File: config.mk
export PLATFORM = sky130hd
export DESIGN_NAME = dispatch_router
export DESIGN_NICKNAME = d
export VERILOG_FILES = /design/src/rtl/dispatch_router.sv
export SDC_FILE = /design/constraint.sdc
export NUM_CORES = 1
export LEC_CHECK = 0
export ABC_AREA = 1
export BUFFER_PORTS_ARGS = -buffer_cell sky130_fd_sc_hd__buf_2
export CAP_MARGIN = 20
export CORE_ASPECT_RATIO = 0.9
export CORE_MARGIN = 3
export CORE_UTILIZATION = 40
export DETAILED_ROUTE_END_ITERATION = 10
export PLACE_DENSITY = 0.59
export SLEW_MARGIN = 15
export SYNTH_ARGS = -nofsm -noshare
export SYNTH_HDL_FRONTEND = slang
export SYNTH_SLANG_ARGS = --single-unit
File: constraint.sdc
create_clock -name clk -period 3.8 [get_ports clk]
set_input_delay 0.38 -clock clk [delete_from_list [all_inputs] [get_ports clk]]
set_output_delay 0.38 -clock clk [all_outputs]
set_load 0.02 [all_outputs]
File: src/rtl/dispatch_router.sv
// dispatch_router: in-order FIFO between decode and the ALU / LSU / branch
// issue queues. The head is steered by opcode class; illegal heads are
// dropped in one cycle, and cycles a legal head waits on its queue are counted.
module dispatch_router #(
  parameter int DEPTH = 4,
  parameter int CNT_W = 16
) (
  input  logic             clk,
  input  logic             reset,
  input  logic             flush,
  input  logic             in_valid,
  output logic             in_ready,
  input  logic [31:0]      in_instr,
  input  logic [4:0]       in_rs1,
  input  logic [4:0]       in_rs2,
  input  logic [4:0]       in_rd,
  input  logic [2:0]       in_aluop,
  input  logic [6:0]       in_opcode,
  output logic [31:0]      out_instr,
  output logic [4:0]       out_rs1,
  output logic [4:0]       out_rs2,
  output logic [4:0]       out_rd,
  output logic [2:0]       out_aluop,
  output logic [6:0]       out_opcode,
  output logic             alu_valid,
  output logic             lsu_valid,
  output logic             br_valid,
  input  logic             alu_ready,
  input  logic             lsu_ready,
  input  logic             br_ready,
  output logic             illegal_pulse,
  output logic [CNT_W-1:0] stall_cnt
);

  localparam int AW = $clog2(DEPTH);

  typedef struct packed {
    logic [31:0] instr;
    logic [4:0]  rs1;
    logic [4:0]  rs2;
    logic [4:0]  rd;
    logic [2:0]  aluop;
    logic [6:0]  opcode;
  } entry_t;

  entry_t      mem [DEPTH];
  entry_t      entry_in;
  entry_t      head;
  logic [AW:0] wr_ptr;
  logic [AW:0] rd_ptr;
  logic        empty, full, push, pop, hs, stall;
  logic        is_alu, is_lsu, is_br, is_ill;

  // Extra MSB on each pointer tells full from empty when the low bits match.
  assign empty    = (wr_ptr == rd_ptr);
  assign full     = (wr_ptr[AW] != rd_ptr[AW]) && (wr_ptr[AW-1:0] == rd_ptr[AW-1:0]);
  // Depends only on full/flush so the issue-queue readies never reach decode.
  assign in_ready = !full && !flush;
  assign push     = in_valid && in_ready;
  assign entry_in = {in_instr, in_rs1, in_rs2, in_rd, in_aluop, in_opcode};

  // Head is read straight from storage; zeroed when nothing is buffered.
  assign head       = empty ? '0 : mem[rd_ptr[AW-1:0]];
  assign out_instr  = head.instr;
  assign out_rs1    = head.rs1;
  assign out_rs2    = head.rs2;
  assign out_rd     = head.rd;
  assign out_aluop  = head.aluop;
  assign out_opcode = head.opcode;

  // Opcode class of the head entry.
  always_comb begin
    is_alu = 1'b0;
    is_lsu = 1'b0;
    is_br  = 1'b0;
    case (head.opcode)
      7'b0110011, 7'b0010011, 7'b0110111: is_alu = 1'b1;
      7'b0000011, 7'b0100011:             is_lsu = 1'b1;
      7'b1100011, 7'b1100111:             is_br  = 1'b1;
      default: ;
    endcase
  end

  assign is_ill        = !empty && !(is_alu || is_lsu || is_br);
  assign alu_valid     = !empty && !flush && is_alu;
  assign lsu_valid     = !empty && !flush && is_lsu;
  assign br_valid      = !empty && !flush && is_br;
  assign illegal_pulse = !flush && is_ill;

  assign hs    = (alu_valid && alu_ready) || (lsu_valid && lsu_ready) || (br_valid && br_ready);
  assign stall = (alu_valid && !alu_ready) || (lsu_valid && !lsu_ready) || (br_valid && !br_ready);
  assign pop   = hs || illegal_pulse;

  // Pointer update: reset beats flush; push and pop may happen together.
  always_ff @(posedge clk) begin
    if (reset || flush) begin
      wr_ptr <= '0;
      rd_ptr <= '0;
    end else begin
      if (push) wr_ptr <= wr_ptr + (AW+1)'(1);
      if (pop)  rd_ptr <= rd_ptr + (AW+1)'(1);
    end
  end

  // Payload storage, no reset needed: reads are masked while empty.
  always_ff @(posedge clk) begin
    if (push && !reset) mem[wr_ptr[AW-1:0]] <= entry_in;
  end

  // Saturating stall counter, cleared only by reset.
  always_ff @(posedge clk) begin
    if (reset)                        stall_cnt <= '0;
    else if (stall && stall_cnt != '1) stall_cnt <= stall_cnt + CNT_W'(1);
  end

endmodule

==> out/qor.txt, run 1 <==
post-layout minimum cycle time: 3.06 ns
Tot GR Track Use: 16.3%
Hold Path Class: in -> reg
worst setup path endpoint: out_instr[2]
DP HPWL: 13500 um
Worst Tran Pin Value: 0.663 ns
Die X-Extent: 177 um
Slew Limit Fails: 0
Pwr Total: 0.00597 W
worst path required time: 3.42 ns
Avg Inst Size Synth: 10.9 um^2
sequential cell area fraction in the yosys report: 69.9%
top cells by area, synth: edfxtp_1, nand2_1, nor2_1
Max Cap Violations: 0
Starting Density: 41.1%
largest net degree at the start of global routing: 67
final setup fails: 0
WHS: 0.0669 ns
Vias/cell: 4.91
n_diodes: 0
FF-to-FF setup slack: 1.11 ns
EDFF count, synth: 228
yosys warns: 0
port bufs: 141
RSZ-0062 raised after global routing: no
global placement routability congestion: 0.765
synthesis-to-layout area growth: 18.2%
post-CTS sizing: 0
ys async rst share: 0%
Worst Clk Skew: 0.00968 ns
WL per Instance: 16.1 um
Post-Syn Nets: 1030
clk_lat worst skew: 0.52 ns
Worst Setup Start Kind: register
Synth top cells by count: edfxtp_1, nand2_1, nor2_1
Worst setup EP type: output pin
outcome: finished, final reports clean
drt first pass iters: 4
Die Span Y: 160 um
P per Cell Area: 482 mW/mm^2
Clock Sinks: 252
R2R depth: 14
layout net count: 1166
Syn Inst Count: 960
Yosys cell types: 29
Vias: 7154
FF-to-FF End: stall_cnt[10]
CTS tree: done
final setup TNS: 0 ns
number of synthesized register bits: 252
Final Cycle Share: 80.5%
# fillers: 2404
Max Clk Rate: 327 MHz
critical path class: reg -> out
CP arrival: 2.68 ns
cts hold-fix bufs: 0
drt total wl: 23500 um
total gr overflow: 0
cell with the most instances after synthesis: edfxtp_1
Final Hold Viols: 0
post-synth top area share: 65.4%
post-CTS setup buffers: 0
vias in the first global route: 6806
critical path peak fanout: 66
Layout Cells excl Fill: 1457
clock root buffer: clkbuf_16
Rows: 55
die area: 0.0282 mm^2
Clk pin slew, worst setup/hold paths: 0.06 ns
core area: 0.0255 mm^2
Netlist Area Pre-Place: 0.0105 mm^2
Most used DFF post-synth: edfxtp_1
boundary pin count: 142
Detail Route Antenna Nets: 0
cell taking the most area after synthesis: edfxtp_1
Num CTS Buffers: 27
initial antenna violation count: 4
placed insts: 1409
Longest Clk Path Bufs: 3
leakage: 5.20 nW
Peak VDD IR: 0.275 mV
global-route wire length before repair: 37000 um
# DRC: 0
Iter 0 DRT Violations: 565
layout cell share with drive strength beyond 1: 18.9%
H-tree depth: 1
relative slew slack: 55.8%
## sequential cells by signal (all words and copies together) (netlist names), named ones only
name,cells
rd_ptr,3
wr_ptr,3
mem,228
stall_cnt,16
## cell usage in the layout, fill, tap and decap left out
| cell | instances |
|---|---|
| a21oi_1 | 15 |
| a31oi_1 | 1 |
| buf_12 | 3 |
| buf_2 | 141 |
| buf_4 | 10 |
| bufinv_16 | 2 |
| clkbuf_1 | 9 |
| clkbuf_16 | 27 |
| clkinv_1 | 9 |
| clkinv_2 | 1 |
| dfxtp_1 | 22 |
| dfxtp_2 | 1 |
| dfxtp_4 | 1 |
| edfxtp_1 | 228 |
| ha_1 | 6 |
| inv_1 | 105 |
| inv_2 | 7 |
| inv_4 | 1 |
| inv_6 | 1 |
| nand2_1 | 168 |
| nand2_2 | 6 |
| nand3_1 | 31 |
| nand3_2 | 2 |
| nand3b_1 | 2 |
| nand4_1 | 5 |
| nor2_1 | 142 |
| nor2_2 | 2 |
| nor2_4 | 5 |
| nor3_1 | 5 |
| nor3_2 | 1 |
| nor4_1 | 2 |
| o21ai_0 | 103 |
| o22ai_1 | 50 |
| xor2_1 | 1 |
## logic make-up after synthesis
family	after synthesis	synth area share, %
xor gates and xnor gates	1	0.0836
and+or+nand+nor	371	14.4
AOI/OAI and AO/OA	169	8.68
adders and majority gates	6	0.717
buffers and inverters	161	6.16
DFF	252	69.9
## power by group
group | switching (W) | internal (W) | total [W]
clock | 0.00100 | 0.00143 | 0.00244
sequential | 0.0000125 | 0.00305 | 0.00306
combinational | 0.000329 | 0.000140 | 0.000470
total | 0.00134 | 0.00463 | 0.00597
## metal layers
metal | global-route usage [%] | part of all wire (%) | vias up
met1 | 22.8 | 45 | 3413
met3 | 3.43 | 5.9 | 34
li1 | - | - | 3538
met2 | 26.3 | 47 | 161
met4 | 3.43 | 1.5 | 8
met5 | 0 | 0.18 | -
## how the worst min path moves through the flow
stage | from | slack [ns] | cells past startpoint | endpoint
after floorplan | wr_ptr[2] | 0.43 | 1 | wr_ptr[2]
after global placement | wr_ptr[2] | 0.46 | 1 | wr_ptr[2]
after detailed placement | wr_ptr[2] | 0.46 | 1 | wr_ptr[2]
after CTS | in_aluop[0] | 0.05 | 1 | mem[2][7]
after global routing | in_instr[18] | 0.05 | 1 | mem[0][43]
final | in_aluop[0] | 0.07 | 1 | mem[2][7]
## worst max-delay path, stage by stage (launching register included)
cell     delay (ns)
dfxtp_4        0.42
inv_4          0.41
buf_4          0.65
o21ai_0        0.18
o22ai_1        0.15
nand2_1        0.08
inv_1          0.10
buf_2          0.17
## cell type report
type / count / area, um^2 / area share, %
timing repair buffer: 154 / 841 / 6.79
clock inverter: 12 / 104 / 0.839
inverter: 114 / 430 / 3.48
sequential: 252 / 7330 / 59.2
multi-input combinational: 547 / 2530 / 20.5
clock buffer: 36 / 709 / 5.73
tap: 342 / 428 / 3.46
## through the flow
step                      setup slack [ns]  utilization (%)  area, um^2
after CTS                            0.679             48.6       12400
after global routing                 0.474             48.6       12400
after global placement                1.14             45.4       11600
after detailed placement              1.07             45.4       11600
after floorplan                     -0.205                -       10500
final                                0.742             48.6       12400
Power figures use the tool's default switching activity.
==> run 2, diff against run 1 <==
ABC_AREA = 0   (was 1)
PLACE_DENSITY = 0.57   (was 0.59)
clock period = 3.2 ns   (was 3.8 ns; I/O delays follow)
==> run 2 against run 1 <==
Effect of this change:
- combinational power fell by 37%
- setup slack got worse by 0.56 ns
- critical endpoint is now lsu_valid
- hold slack lost 0.048 ns
- power increased by 13%
- clock power grew 17%
- final cell count down 25%
- critical path type unchanged
==> out/qor.txt, run 2 <==
Die X-Extent: 173 um
internal power: 0.00543 W
Starting Density: 41.1%
leakage: 4.28 nW
most frequent cells in the layout: edfxtp_1, buf_2, nor2b_1
WL per Instance: 19.5 um
Crit path max-delay family: simple AND/OR/NAND/NOR gates
EDFF count, synth: 228
Clk pin slew, worst setup/hold paths: 0.06 ns
Longest Clk Path Bufs: 3
cell with the most instances after synthesis: edfxtp_1
# DRC: 0
top cells by area, synth: edfxtp_1, mux4_2, dfxtp_1
Switching Share: 19.9%
Slew Limit Fails: 0
post-CTS setup buffers: 0
final setup fails: 0
clock root buffer: clkbuf_16
Worst path slowest cell: mux4_2
Netlist Area Pre-Place: 0.0100 mm^2
core area: 0.0245 mm^2
drt total wl: 21300 um
Worst Setup Start Kind: register
WL met1: 9400 um
metal2 WL: 10200 um
Tot GR Track Use: 15.7%
area of the multi-input gates: 0.00261 mm^2
Logic pwr share: 4.3%
sequential share of power: 53.5%
ys async rst share: 0%
Final Hold Viols: 0
post-synth top area share: 68.1%
global-route wire length before repair: 33400 um
largest net degree at the start of global routing: 58
post-layout minimum cycle time: 3.01 ns
global placement routability congestion: 0.872
Clock Sinks: 252
# fillers: 2073
cell taking the most area after synthesis: edfxtp_1
Critical Path Max Stage Delay: 0.52 ns
sum of buffers and inverters on the critical path: 1
relative slew slack: 65.0%
number of synthesized register bits: 252
P per Cell Area: 542 mW/mm^2
drt first pass iters: 4
die area: 0.0271 mm^2
clock power share: 42.2%
critical path peak fanout: 7
CP arrival: 2.69 ns
Final Cycle Share: 94.2%
port bufs: 141
Hold Path Class: in -> reg
Max Clk Rate: 332 MHz
Switch Pwr: 0.00134 W
H-tree depth: 1
Peak VDD IR: 0.487 mV
met3 WL: 1180 um
layout cell share with drive strength beyond 1: 35.3%
total gr overflow: 0
Highest Signal Layer: met4
worst path required time: 2.88 ns
Post-Syn Nets: 607
Avg Inst Size Synth: 18.7 um^2
Syn Inst Count: 537
Rows: 54
vias in the first global route: 5891
DP HPWL: 12900 um
Max Cap Violations: 0
Worst Clk Skew: 0.00941 ns
sequential cell area fraction in the yosys report: 72.9%
fin util: 51.0%
Detail Route Antenna Nets: 0
synthesis-to-layout area growth: 24.3%
final setup TNS: 0 ns
layout net count: 808
RSZ-0062 raised after global routing: no
Sequential Area: 0.00733 mm^2
max reg flops: 228
Vias/cell: 5.13
most common cell after layout, fill and taps aside: edfxtp_1
initial antenna violation count: 1
Vias: 5599
Synth top cells by count: edfxtp_1, nor2b_1, mux4_2
critical-path cell list: mux4_2 > nand3b_1 > or4_4 > nor3_1 > buf_2
boundary pin count: 142
outcome: finished, final reports clean
Worst Tran Pin Value: 0.525 ns
critical path class: reg -> out
Yosys cell types: 46
Num CTS Buffers: 27
Die Span Y: 156 um
CTS tree: done
Worst setup EP type: output pin
Iter 0 DRT Violations: 338
yosys warns: 0
Most used DFF post-synth: edfxtp_1
clk_lat worst skew: 0.53 ns
## run 2: cell types whose count changed after synthesis, moves of 50 or more
| cell | previous run | this run |
|---|---|---|
| nand2_1 | 168 | 13 |
| nor2_1 | 146 | 11 |
| inv_1 | 105 | 7 |
| o21ai_0 | 103 | 6 |
| nor2b_1 | 0 | 68 |
| mux4_2 | 0 | 57 |
| o22ai_1 | 50 | 0 |
## run 2: cell families after synthesis
group / Yosys count / share of synthesized area [%]
AO/OA/AOI/OAI: 30 / 1.94
XOR/XNOR: 5 / 0.436
adder cells (fa/ha/maj): 6 / 0.747
buffers and inverters: 32 / 1.34
flip-flops: 252 / 72.9
multiplexers: 66 / 13.8
AND/OR/NAND/NOR: 146 / 8.85
## run 2: area by class of cell
cell class,count,area share (%)
antenna,1,0.0200
clock buffer,35,5.89
clock inverter,10,0.611
inverter,7,0.210
multi-input combinational,253,20.9
sequential,252,58.7
tap,336,3.37
timing repair buffer,197,10.3
## run 2: path summary, 6_finish.rpt
check,startpoint,endpoint,slack (ns),cells past startpoint
setup / recovery,register,lsu_valid,0.19,5
hold / removal,in_instr[12],mem[1][37],0.02,1
setup reg to reg,register,stall_cnt[10],0.30,6
hold reg to reg,rd_ptr[2],rd_ptr[2],0.50,2
## run 2: power groups by stage
stage	clock [W]	combinational [W]	sequential, W
floorplan	0	0.000130	0.00369
global placement	0	0.000246	0.00369
detailed placement	0	0.000255	0.00369
CTS	0.00295	0.000298	0.00362
global route	0.00308	0.000321	0.00362
finish	0.00286	0.000294	0.00362
## run 2: routing by layer
| layer | track usage, % | vias up |
|---|---|---|
| li1 | - | 2549 |
| met1 | 21.3 | 2859 |
| met2 | 26.1 | 155 |
| met3 | 3.52 | 36 |
| met4 | 3.78 | 0 |
| met5 | 0 | - |
## run 2: worst reg2reg max path: stages, from the launching register on
cell and delay [ns]:
dfxtp_4 0.41, mux4_2 0.52, nand3b_1 0.25, or4_4 0.46
o32a_2 0.36, nor4b_1 0.41, mux2_2 0.37
## run 2: what timing repair did
item,CTS,global route
setup endpoints to repair,0,1
hold endpoints to repair,160,0
gates resized for setup,0,2
hold buffers,42,0
## run 2: through the flow
step | cell area, um^2 | total power [W] | hold slack [ns] | cells | worst slack [ns]
after floorplan | 10000 | 0.00382 | 0.419 | 537 | 0.0700
after detailed placement | 11200 | 0.00395 | 0.487 | 1003 | 0.306
after global routing | 12500 | 0.00702 | 0.00464 | 1091 | 0.0549
after CTS | 12500 | 0.00687 | 0.000302 | 1090 | 0.0584
after global placement | 11200 | 0.00394 | 0.474 | 1003 | 0.406
final | 12500 | 0.00677 | 0.0185 | 1091 | 0.187
==> run 3, diff against run 2 <==
CTS_CLUSTER_SIZE = 24   (was default)
PLACE_DENSITY = 0.65   (was 0.57)
==> run 3 against run 2 <==
Effect of this change:
- clock power about the same
- first-iteration DRC count up 29%
- die area unchanged
- largest cell class unchanged
- largest power group unchanged
==> out/qor.txt, run 3 (same netlist as run 2, synthesis figures left out) <==
CP arrival: 2.69 ns
drt first pass iters: 4
leakage: 4.24 nW
Num CTS Buffers: 27
n_diodes: 0
post-layout minimum cycle time: 3.01 ns
R2R depth: 6
core area: 0.0245 mm^2
relative slew slack: 58.1%
Crit path max-delay family: multiplexers
Hold Path Class: in -> reg
Detail Route Antenna Nets: 0
Max Clk Rate: 332 MHz
largest net degree at the start of global routing: 58
Worst setup EP type: output pin
most frequent cells in the layout: edfxtp_1, buf_2, nor2b_1
Slew Limit Fails: 0
total gr overflow: 0
P per Cell Area: 548 mW/mm^2
layout cell share with drive strength beyond 1: 36.0%
Switch Pwr: 0.00135 W
global-route wire length before repair: 33900 um
port bufs: 141
Final Cycle Share: 94.1%
sequential share of power: 53.3%
outcome: finished, final reports clean
die area: 0.0271 mm^2
drt total wl: 21400 um
critical path class: reg -> out
Switching Share: 19.9%
H-tree depth: 1
critical path peak fanout: 9
vias in the first global route: 6024
Clk pin slew, worst setup/hold paths: 0.06 ns
most common cell after layout, fill and taps aside: edfxtp_1
clock root buffer: clkbuf_16
final setup fails: 0
Rows: 54
Hold Path Cell Cnt: 1
Worst Tran Pin Value: 0.628 ns
Peak VDD IR: 0.454 mV
clock power share: 42.5%
Logic pwr share: 4.2%
Iter 0 DRT Violations: 436
max reg flops: 228
CTS tree: done
Worst path slowest cell: mux4_2
sum of buffers and inverters on the critical path: 2
# fillers: 2081
Stages on worst setup path: 6
WL per Instance: 19.7 um
layout net count: 797
Sequential Area: 0.00733 mm^2
Max Cap Violations: 0
Vias: 5562
area of the multi-input gates: 0.00260 mm^2
Die Span Y: 156 um
internal power: 0.00544 W
Clock Sinks: 252
Critical Path Max Stage Delay: 0.59 ns
DP HPWL: 13400 um
global placement routability congestion: 0.790
# DRC: 0
clk_lat worst skew: 0.51 ns
RSZ-0062 raised after global routing: no
boundary pin count: 142
critical-path cell list: buf_4 > mux4_2 > nor2b_1 > a221oi_1 > nor3_1 > buf_2
post-CTS setup buffers: 0
final setup TNS: 0 ns
worst path required time: 2.88 ns
Die X-Extent: 173 um
Worst Setup Start Kind: register
FF-to-FF setup slack: 0.23 ns
Final Hold Viols: 0
synthesis-to-layout area growth: 23.3%
Worst Clk Skew: 0.00677 ns
Longest Clk Path Bufs: 3
initial antenna violation count: 3
Tot GR Track Use: 15.8%
Starting Density: 41.1%
Pwr Total: 0.00679 W
Vias/cell: 5.14
-- run 3: cell count changes in the layout (fill, tap and decap cells not counted), sizes merged --
cell,before,now
dlygate4sd3,42,29
clkbuf,35,39
buf,155,157
clkinv,7,8
diode,1,0
inv,8,7
-- run 3: final timing paths --
path | startpoint | end
max | register | illegal_pulse
min reg2reg | rd_ptr[2] | rd_ptr[2]
min | in_instr[10] | mem[0][35]
max reg2reg | register | stall_cnt[14]
-- run 3: through the flow --
step	utilization, %	instance area (um^2)	setup slack [ns]	hold WS (ns)	instances
CTS	50.6	12400	0.131	0.000339	1083
floorplan	-	10000	0.0700	0.419	537
finish	50.7	12400	0.188	0.0256	1083
detailed placement	46.1	11300	0.248	0.485	1005
global placement	46.1	11300	0.400	0.481	1005
global route	50.7	12400	0.00691	0.000297	1083
-- run 3: per-layer routing --
layer	share of wire [%]	vias to the layer above	GRT usage, %
met5	0.19	-	0
met4	1.6	6	3.74
met3	7.2	30	4.83
met2	48	165	26.3
met1	43	2835	20.5
li1	-	2526	-
-- run 3: layout make-up --
| type | instances | area share [%] |
|---|---|---|
| timing repair buffer | 186 | 9.54 |
| sequential | 252 | 59.2 |
| inverter | 7 | 0.212 |
| clock inverter | 10 | 0.636 |
| tap | 336 | 3.39 |
| clock buffer | 39 | 6.06 |
| multi-input combinational | 253 | 21.0 |
-- run 3: power groups by stage --
stage / logic (W) / clock network (W) / registers, W
4_1_cts: 0.000287 / 0.00297 / 0.00362
5_1_grt: 0.000309 / 0.00313 / 0.00362
3_5_place_dp: 0.000257 / 0 / 0.00369
2_1_floorplan: 0.000130 / 0 / 0.00369
6_report: 0.000283 / 0.00289 / 0.00362
3_3_place_gp: 0.000245 / 0 / 0.00369
-- run 3: repair_timing --
item | in CTS | in global routing
hold buffers | 29 | 0
gates resized for setup | 0 | 1
endpoints found under the setup margin | 0 | 1
endpoints found under the hold margin | 106 | 0
